File: src/rtl/alarm_pkg.sv
// Shared types and helpers for the alarm sequencer.
// The optional ALARM_SEQ_AUTOSTOP_EN feature lives in alarm_channel.
package alarm_pkg;

  typedef enum logic [1:0] {
    StIdle,
    StRing,
    StSnooze
  } alarm_state_e;

  localparam int unsigned DefSnzTicks  = 300;
  localparam int unsigned DefStopTicks = 3;
  localparam int unsigned DefMaxSnooze = 3;
  localparam int unsigned DefRingTicks = 600;

  // Bits needed to index n values, never less than one.
  function automatic int unsigned width_of(input int unsigned n);
    return (n <= 1) ? 1 : $clog2(n);
  endfunction

endpackage

File: src/rtl/alarm_channel.sv
// One alarm channel: IDLE/RING/SNOOZE FSM with snooze counter and tick timer.
// Define ALARM_SEQ_AUTOSTOP_EN to return RING to IDLE after RING_TICKS ticks.
module alarm_channel
  import alarm_pkg::*;
#(
  parameter int unsigned SNZ_TICKS  = DefSnzTicks,
  parameter int unsigned MAX_SNOOZE = DefMaxSnooze,
  parameter int unsigned RING_TICKS = DefRingTicks
) (
  input  logic clk,
  input  logic rst_n,
  input  logic tick,
  input  logic match,
  input  logic enable,
  input  logic snz_press,
  input  logic stop_done,
  output logic ringing,
  output logic snoozing
);

`ifdef ALARM_SEQ_AUTOSTOP_EN
  localparam int unsigned TmrMax = (SNZ_TICKS > RING_TICKS) ? SNZ_TICKS : RING_TICKS;
`else
  localparam int unsigned TmrMax = SNZ_TICKS;
`endif
  localparam int unsigned TmrW = width_of(TmrMax + 1);
  localparam int unsigned CntW = width_of(MAX_SNOOZE + 1);

  alarm_state_e    state_q;
  logic [CntW-1:0] snz_cnt_q;
  logic [TmrW-1:0] timer_q;
  logic            snz_room;
  logic            snz_expire;

  assign snz_room   = 32'(snz_cnt_q) < MAX_SNOOZE;
  assign snz_expire = (32'(timer_q) + 32'd1) >= SNZ_TICKS;

`ifdef ALARM_SEQ_AUTOSTOP_EN
  logic ring_expire;
  assign ring_expire = (32'(timer_q) + 32'd1) >= RING_TICKS;
`else
  logic unused_ring_ticks;
  assign unused_ring_ticks = ^RING_TICKS;
`endif

  always_ff @(posedge clk or negedge rst_n) begin
    if (!rst_n) begin
      state_q   <= StIdle;
      snz_cnt_q <= '0;
      timer_q   <= '0;
      ringing   <= 1'b0;
      snoozing  <= 1'b0;
    end else if (!enable || (stop_done && state_q != StIdle)) begin
      state_q  <= StIdle;
      timer_q  <= '0;
      ringing  <= 1'b0;
      snoozing <= 1'b0;
    end else begin
      unique case (state_q)
        StIdle: begin
          if (match) begin
            state_q   <= StRing;
            snz_cnt_q <= '0;
            timer_q   <= '0;
            ringing   <= 1'b1;
            snoozing  <= 1'b0;
          end
        end
        StRing: begin
          if (snz_press && snz_room) begin
            state_q   <= StSnooze;
            snz_cnt_q <= snz_cnt_q + CntW'(1);
            timer_q   <= '0;
            ringing   <= 1'b0;
            snoozing  <= 1'b1;
          end
`ifdef ALARM_SEQ_AUTOSTOP_EN
          else if (tick) begin
            if (ring_expire) begin
              state_q   <= StIdle;
              snz_cnt_q <= '0;
              timer_q   <= '0;
              ringing   <= 1'b0;
              snoozing  <= 1'b0;
            end else begin
              timer_q <= timer_q + TmrW'(1);
            end
          end
`endif
        end
        StSnooze: begin
          if (tick) begin
            if (snz_expire) begin
              state_q  <= StRing;
              timer_q  <= '0;
              ringing  <= 1'b1;
              snoozing <= 1'b0;
            end else begin
              timer_q <= timer_q + TmrW'(1);
            end
          end
        end
        default: begin
          state_q  <= StIdle;
          timer_q  <= '0;
          ringing  <= 1'b0;
          snoozing <= 1'b0;
        end
      endcase
    end
  end

endmodule

File: src/rtl/alarm_sequencer.sv
// Multi-channel alarm ring/snooze/stop sequencer with shared buttons and buzzer.
// ALARM_SEQ_AUTOSTOP_EN enables the per-channel RING auto-stop timeout.
module alarm_sequencer
  import alarm_pkg::*;
#(
  parameter int unsigned NUM_ALARMS = 4,
  parameter int unsigned SNZ_TICKS  = DefSnzTicks,
  parameter int unsigned STOP_TICKS = DefStopTicks,
  parameter int unsigned MAX_SNOOZE = DefMaxSnooze,
  parameter int unsigned RING_TICKS = DefRingTicks
) (
  input  logic                            Clk,
  input  logic                            Rst_n,
  input  logic                            Tick,
  input  logic [NUM_ALARMS-1:0]           Match,
  input  logic [NUM_ALARMS-1:0]           Enable,
  input  logic                            SnzBtn,
  input  logic                            StopBtn,
  output logic [NUM_ALARMS-1:0]           Ringing,
  output logic [NUM_ALARMS-1:0]           Snoozing,
  output logic                            Buzzer,
  output logic                            RingValid,
  output logic [width_of(NUM_ALARMS)-1:0] RingId,
  output logic                            StopHold
);

  localparam int unsigned IdW   = width_of(NUM_ALARMS);
  localparam int unsigned HoldW = width_of(STOP_TICKS + 1);

  logic             snz_prev_q;
  logic [HoldW-1:0] hold_q;
  logic             inhibit_q;
  logic             snz_press;
  logic             any_active;
  logic             hold_last;
  logic             stop_done;

  assign snz_press  = SnzBtn & ~snz_prev_q;
  assign any_active = |(Ringing | Snoozing);
  assign hold_last  = (32'(hold_q) + 32'd1) >= STOP_TICKS;
  assign stop_done  = StopBtn & ~inhibit_q & Tick & any_active & hold_last;

  // After a completed stop the button must be released before it can count again.
  always_ff @(posedge Clk or negedge Rst_n) begin
    if (!Rst_n) begin
      snz_prev_q <= 1'b0;
      hold_q     <= '0;
      inhibit_q  <= 1'b0;
    end else begin
      snz_prev_q <= SnzBtn;
      if (!StopBtn) begin
        hold_q    <= '0;
        inhibit_q <= 1'b0;
      end else if (stop_done) begin
        hold_q    <= '0;
        inhibit_q <= 1'b1;
      end else if (!inhibit_q && Tick && any_active) begin
        hold_q <= hold_q + HoldW'(1);
      end
    end
  end

  for (genvar g = 0; g < NUM_ALARMS; g++) begin : g_ch
    alarm_channel #(
      .SNZ_TICKS  (SNZ_TICKS),
      .MAX_SNOOZE (MAX_SNOOZE),
      .RING_TICKS (RING_TICKS)
    ) u_ch (
      .clk       (Clk),
      .rst_n     (Rst_n),
      .tick      (Tick),
      .match     (Match[g]),
      .enable    (Enable[g]),
      .snz_press (snz_press),
      .stop_done (stop_done),
      .ringing   (Ringing[g]),
      .snoozing  (Snoozing[g])
    );
  end

  always_comb begin
    RingId = '0;
    for (int i = int'(NUM_ALARMS) - 1; i >= 0; i--) begin
      if (Ringing[i]) RingId = IdW'(i);
    end
  end

  assign Buzzer    = |Ringing;
  assign RingValid = |Ringing;
  assign StopHold  = (hold_q != '0);

endmodule

File: config.mk
export PLATFORM = sky130hd
export DESIGN_NAME = alarm_sequencer
export DESIGN_NICKNAME = d
export VERILOG_FILES = /design/src/rtl/alarm_pkg.sv /design/src/rtl/alarm_channel.sv /design/src/rtl/alarm_sequencer.sv
export SDC_FILE = /design/constraint.sdc
export NUM_CORES = 1
export LEC_CHECK = 0
export ABC_AREA = 1
export CAP_MARGIN = 25
export CORE_AREA = 5 5 99 101
export DETAILED_ROUTE_END_ITERATION = 8
export DIE_AREA = 0 0 104 106
export HOLD_SLACK_MARGIN = 0.05
export PLACE_DENSITY = 0.64
export SLEW_MARGIN = 5
export SYNTH_ARGS = -nofsm -noshare
export SYNTH_HDL_FRONTEND = slang
export SYNTH_SLANG_ARGS = --single-unit
File: constraint.sdc
create_clock -name Clk -period 3.05 [get_ports Clk]
set_input_delay 0.4575 -clock Clk [delete_from_list [all_inputs] [get_ports Clk]]
set_output_delay 0.4575 -clock Clk [all_outputs]
set_load 0.05 [all_outputs]
* After elaboration in Yosys (flattened, before gate mapping)
Index checks and enable logic that the tools add are counted.
** Cells by class
- Add/subtract/negate cells :: 14
- Order comparisons :: 9
- Eq/ne operators :: 34
- Muxes and demuxes :: 117
- Bitwise logic cells :: 12
- Reduce and logical (&&, ||, !) cells :: 46
** Operators by type and width (number)
- 9-bit 2-to-1 mux :: 20
- 32-bit by 9-bit greater-or-equal comparator with 1-bit output, second input constant :: 4
- 9-bit one-hot mux with 3 select lines :: 4
- 2-bit 2-to-1 mux :: 35
- 1-bit 2-to-1 mux :: 42
- 9-bit by 1-bit adder with 10-bit output, second input constant :: 4
- 9-bit by 1-bit adder with 9-bit output, second input constant :: 4
- 4-bit AND reduction :: 8
- 3-bit by 1-bit != test with 1-bit output, second input constant :: 9
- 3-bit by 2-bit != test with 1-bit output, second input constant :: 8
- 1-bit one-hot mux with 3 select lines :: 8
- 2-bit one-hot mux with 3 select lines :: 4
- 2-bit nonzero test :: 9
- 2-bit one-hot mux with 2 select lines :: 4
- 3-bit AND reduction :: 4
- 2-bit by 1-bit adder with 2-bit output, second input constant :: 5
- 1-bit logical AND :: 10
- 2-bit by 1-bit != test with 1-bit output, second input constant :: 5
- 2-bit by 1-bit == test with 1-bit output, second input constant :: 4
- 2-bit == test, second input constant :: 4
- 2-bit logical NOT :: 4
- 2-bit < comparator, second input constant :: 4
- 2-bit != test, second input constant :: 4
- 4-bit OR reduction :: 2
- 7 further kinds :: 23
** Storage, ports and cells
- Flip-flop bits (word level) :: 64
- Bits of input ports :: 13
- Output and inout port bits :: 13
- Word-level logic and storage cells :: 255

* Depth between registers and ports, before layout
- Depth after elaboration :: 9
- Mapped depth :: 13
- Gate-level depth less buffers :: 13

* Hierarchy
A second synthesis with hierarchy kept.
** Second synthesis, totals
- Cell total of the unflattened synthesis :: 520
- Area total of the unflattened synthesis :: 3872.5 um2
** By module, submodules not included
- alarm_channel (g_ch[0].u_ch ...) :: times used 3, cells each 121, area an instance 899.6 um2, seq. area each 350.3 um2
- alarm_channel (g_ch[3].u_ch) :: times used 1, cells each 115, area an instance 869.6 um2, seq. area each 325.3 um2
- alarm_sequencer :: times used 1, cells each 42, area an instance 304.0 um2, seq. area each 100.1 um2

* Worst setup path before layout
No wires, ideal clock.
- Path kind :: reg2out
- From :: reg g_ch[3].u_ch.state_q[0] (netlist name)
- To :: out RingId[1]
- Data arrival time :: 1621 ps
- Data required time :: 2592 ps
- Path slack :: 971 ps
- Cell stages (with the launch flop) :: 5
- Buffers on the path :: 0
- Cell sequence :: dfrtp_1 inv_2 nand2_1 inv_1 nor3_1
** RTL lines
- end: declaration :: line alarm_sequencer.sv:23 : output logic [width_of(NUM_ALARMS)-1:0] RingId,

==> results.yml <==
synthesis:
  synth-edff-count: 0
  syn-num-nets: 555
  seq_area_frac_synth: 0.380
  synthFlopType: "dfrtp_1"
  synthArstFlopShare: 1.00
  ys_ff_latch: 59
  ys_types: 29
  synthesis.area_um2: 3890
  netlist_instances: 527
  yosysWarnings: 0
  syn-mean-instance-area_um2: 7.38
global_routing:
  grt_pass1_wl_mm: 14.6
  grt_max_degree: 33
  gr-total-overflow: 0
  grt_pass1_vias: 3193
  grt.total_usage: 0.158
  antenna_found_initial: 0
die:
  coreArea_um2: 8930
  row_count: 35
  dieArea_um2: 11000
  start_util: 0.435
  die-width_um: 104
  die_h_um: 106
  ioPinCount: 26
timing:
  holdWs_ns: 0.193
  tightest_slew_ns: 0.770
  setup-violations-final: 0
  max-slew-margin-rel: 0.487
  finalCritPeriodShare: 0.805
  slew_violations: 0
  setup-tns-final_ns: 0
  finalHoldViolCount: 0
  rsz0062_at_grt: "false"
  clock_skew_ns: 0.00924
  min_period_ns: 2.46
  fmax_mhz: 407
worst_setup_path:
  cp-end-kind: "output pin"
  path_max_fanout: 5
  worstPathRequired_ns: 2.59
  reg2reg_depth: 10
  r2r_slack_ns: 1.15
  cp-start-kind: "register"
  timing.critical_path.from: "g_ch[2].u_ch.state_q[0]"
  r2r-end: "g_ch[2].u_ch.snoozing"
  rr_startpoint: "g_ch[2].u_ch.timer_q[0]"
  crit_type: "reg2out"
  cp.arrival_ns: 2.00
power_and_ir_drop:
  vdd_drop_max_mv: 0.308
  power.total_mw: 3.11
  leakage_nw: 2.26
  p_switching_mw: 1.39
  power_per_cell_area_nw_per_um2: 706
  clkPwrFrac: 0.225
  power.internal_mw: 1.72
  p_seq_frac: 0.340
  p_comb_frac: 0.435
  sw_frac_of_total: 0.447
clock_tree:
  postCtsSetupBuffers: 0
  clock_latency_ns: 0.34
  cts_max_level: 3
  ctsResizeCount: 0
  cts_buffers: 9
  cts.hold.buffers_added: 0
  clk_path_buf_depth: 2
  cts_tree: "done"
  clkSinkCount: 59
  clk_pin_slew_ns: 0.07
  cts_root_buf: "clkbuf_8"
route:
  via_count: 3433
  wl_mm: 8.41
  drt_iter0_drc: 116
  drc: 0
  drt-pass1-iter-count: 4
  viasPerCell: 5.11
  routedWlPerCell_um: 12.5
  final_antenna_net_count: 0
place:
  dp_hpwl_mm: 6.32
  numPortBuffers: 25
  dp.cells: 656
  place_area_um2: 4210
  place_congestion: 0.850
finish:
  nets: 584
  drive_gt1_frac: 0.116
  final_cell_mix: "nand2_1, inv_1, dfrtp_1, nand4_1, nand3_1"
  antenna_cells: 0
  finish.instance_area_um2: 4400
  syn2layout_area_growth_pct: 13.3
  final_cell_count_no_fill: 672
  final_common_cell: "nand2_1"
min_path:
  worstHoldPathType: "in2async"
run:
  maxCapViolCount: 0
run_status:
  status: "finished, final reports clean"
## critical path: stages (launching register included)
cell,delay (ns)
dfrtp_1,0.43
inv_2,0.09
nand2_1,0.10
inv_1,0.06
nor3_1,0.15
clkdlybuf4s50_1,0.84
## metrics by stage
| step | setup WS, ns | util |
|---|---|---|
| after floorplan | 0.971 | - |
| after global placement | 0.781 | 0.472 |
| after detailed placement | 0.708 | 0.472 |
| after CTS | 0.548 | 0.493 |
| after global routing | 0.439 | 0.493 |
| final | 0.594 | 0.493 |
## worst max path at each step
stage | endpoint | cells past startpoint
finish | RingId[1] | 5
global route | RingId[1] | 5
CTS | RingId[1] | 5
detailed placement | g_ch[0].u_ch.timer_q[6] | 8
global placement | g_ch[0].u_ch.state_q[1] | 9
floorplan | RingId[1] | 4
## layer usage
metal | GRT usage | routed length, µm | vias to the layer above
met1 | 0.213 | 4150 | 1601
li1 | - | - | 1773
met3 | 0.0249 | 250 | 11
met2 | 0.253 | 3860 | 48
met4 | 0.0675 | 154 | 0
met5 | 0 | 0 | -
## kinds of logic after synthesis
| group | synth area share |
|---|---|
| AO/OA/AOI/OAI | 0.0589 |
| XOR/XNOR | 0.0180 |
| adder cells (fa/ha/maj) | 0.0483 |
| buffers and inverters | 0.0936 |
| flip-flops | 0.380 |
| AND/OR/NAND/NOR | 0.402 |
## layout make-up
| class | instances | area, µm² |
|---|---|---|
| fillers | 900 | 4530 |
| multi-input cells | 386 | 2050 |
| flip-flops and latches | 59 | 1480 |
| repair buffers | 31 | 290 |
| inverters | 69 | 259 |
| clock buffers | 15 | 186 |
| well taps | 111 | 139 |
| clock inverters | 1 | 5.00 |
## cell usage after synthesis (3+ instances only)
cell type | number | area (µm²)
inv_1 | 63 | 236
nand3_1 | 34 | 170
nor3_1 | 9 | 45.0
nand2_1 | 178 | 668
nor2_2 | 6 | 37.5
nor2_1 | 23 | 86.3
ha_1 | 15 | 188
o211ai_2 | 4 | 50.1
or2_2 | 7 | 43.8
xor2_1 | 8 | 70.1
inv_2 | 6 | 22.5
nand4_1 | 43 | 269
nand3b_1 | 3 | 22.5
nor2_4 | 5 | 56.3
dfrtp_1 | 59 | 1480
nand2_2 | 8 | 50.1
nand2_4 | 5 | 56.3
buf_4 | 11 | 82.6
o21bai_1 | 3 | 22.5
o21ai_0 | 17 | 85.1
o22ai_1 | 9 | 56.3
## state kept, by name (all words and copies together) (netlist names)
name and cells:
g_ch.u_ch.snoozing 3, g_ch.u_ch.snz_cnt_q 8, g_ch.u_ch.state_q 8, g_ch.u_ch.timer_q 36, hold_q 2, inhibit_q 1, snz_prev_q 1
## power by group through the flow
stage / Sequential [mW] / Clock [mW] / Combinational [mW]
2_1_floorplan: 1.02 / 0 / 1.09
3_3_place_gp: 1.07 / 0 / 1.35
3_5_place_dp: 1.07 / 0 / 1.37
4_1_cts: 1.06 / 0.715 / 1.37
5_1_grt: 1.08 / 0.752 / 1.50
6_report: 1.06 / 0.699 / 1.35
Power figures use the tool's default switching activity.
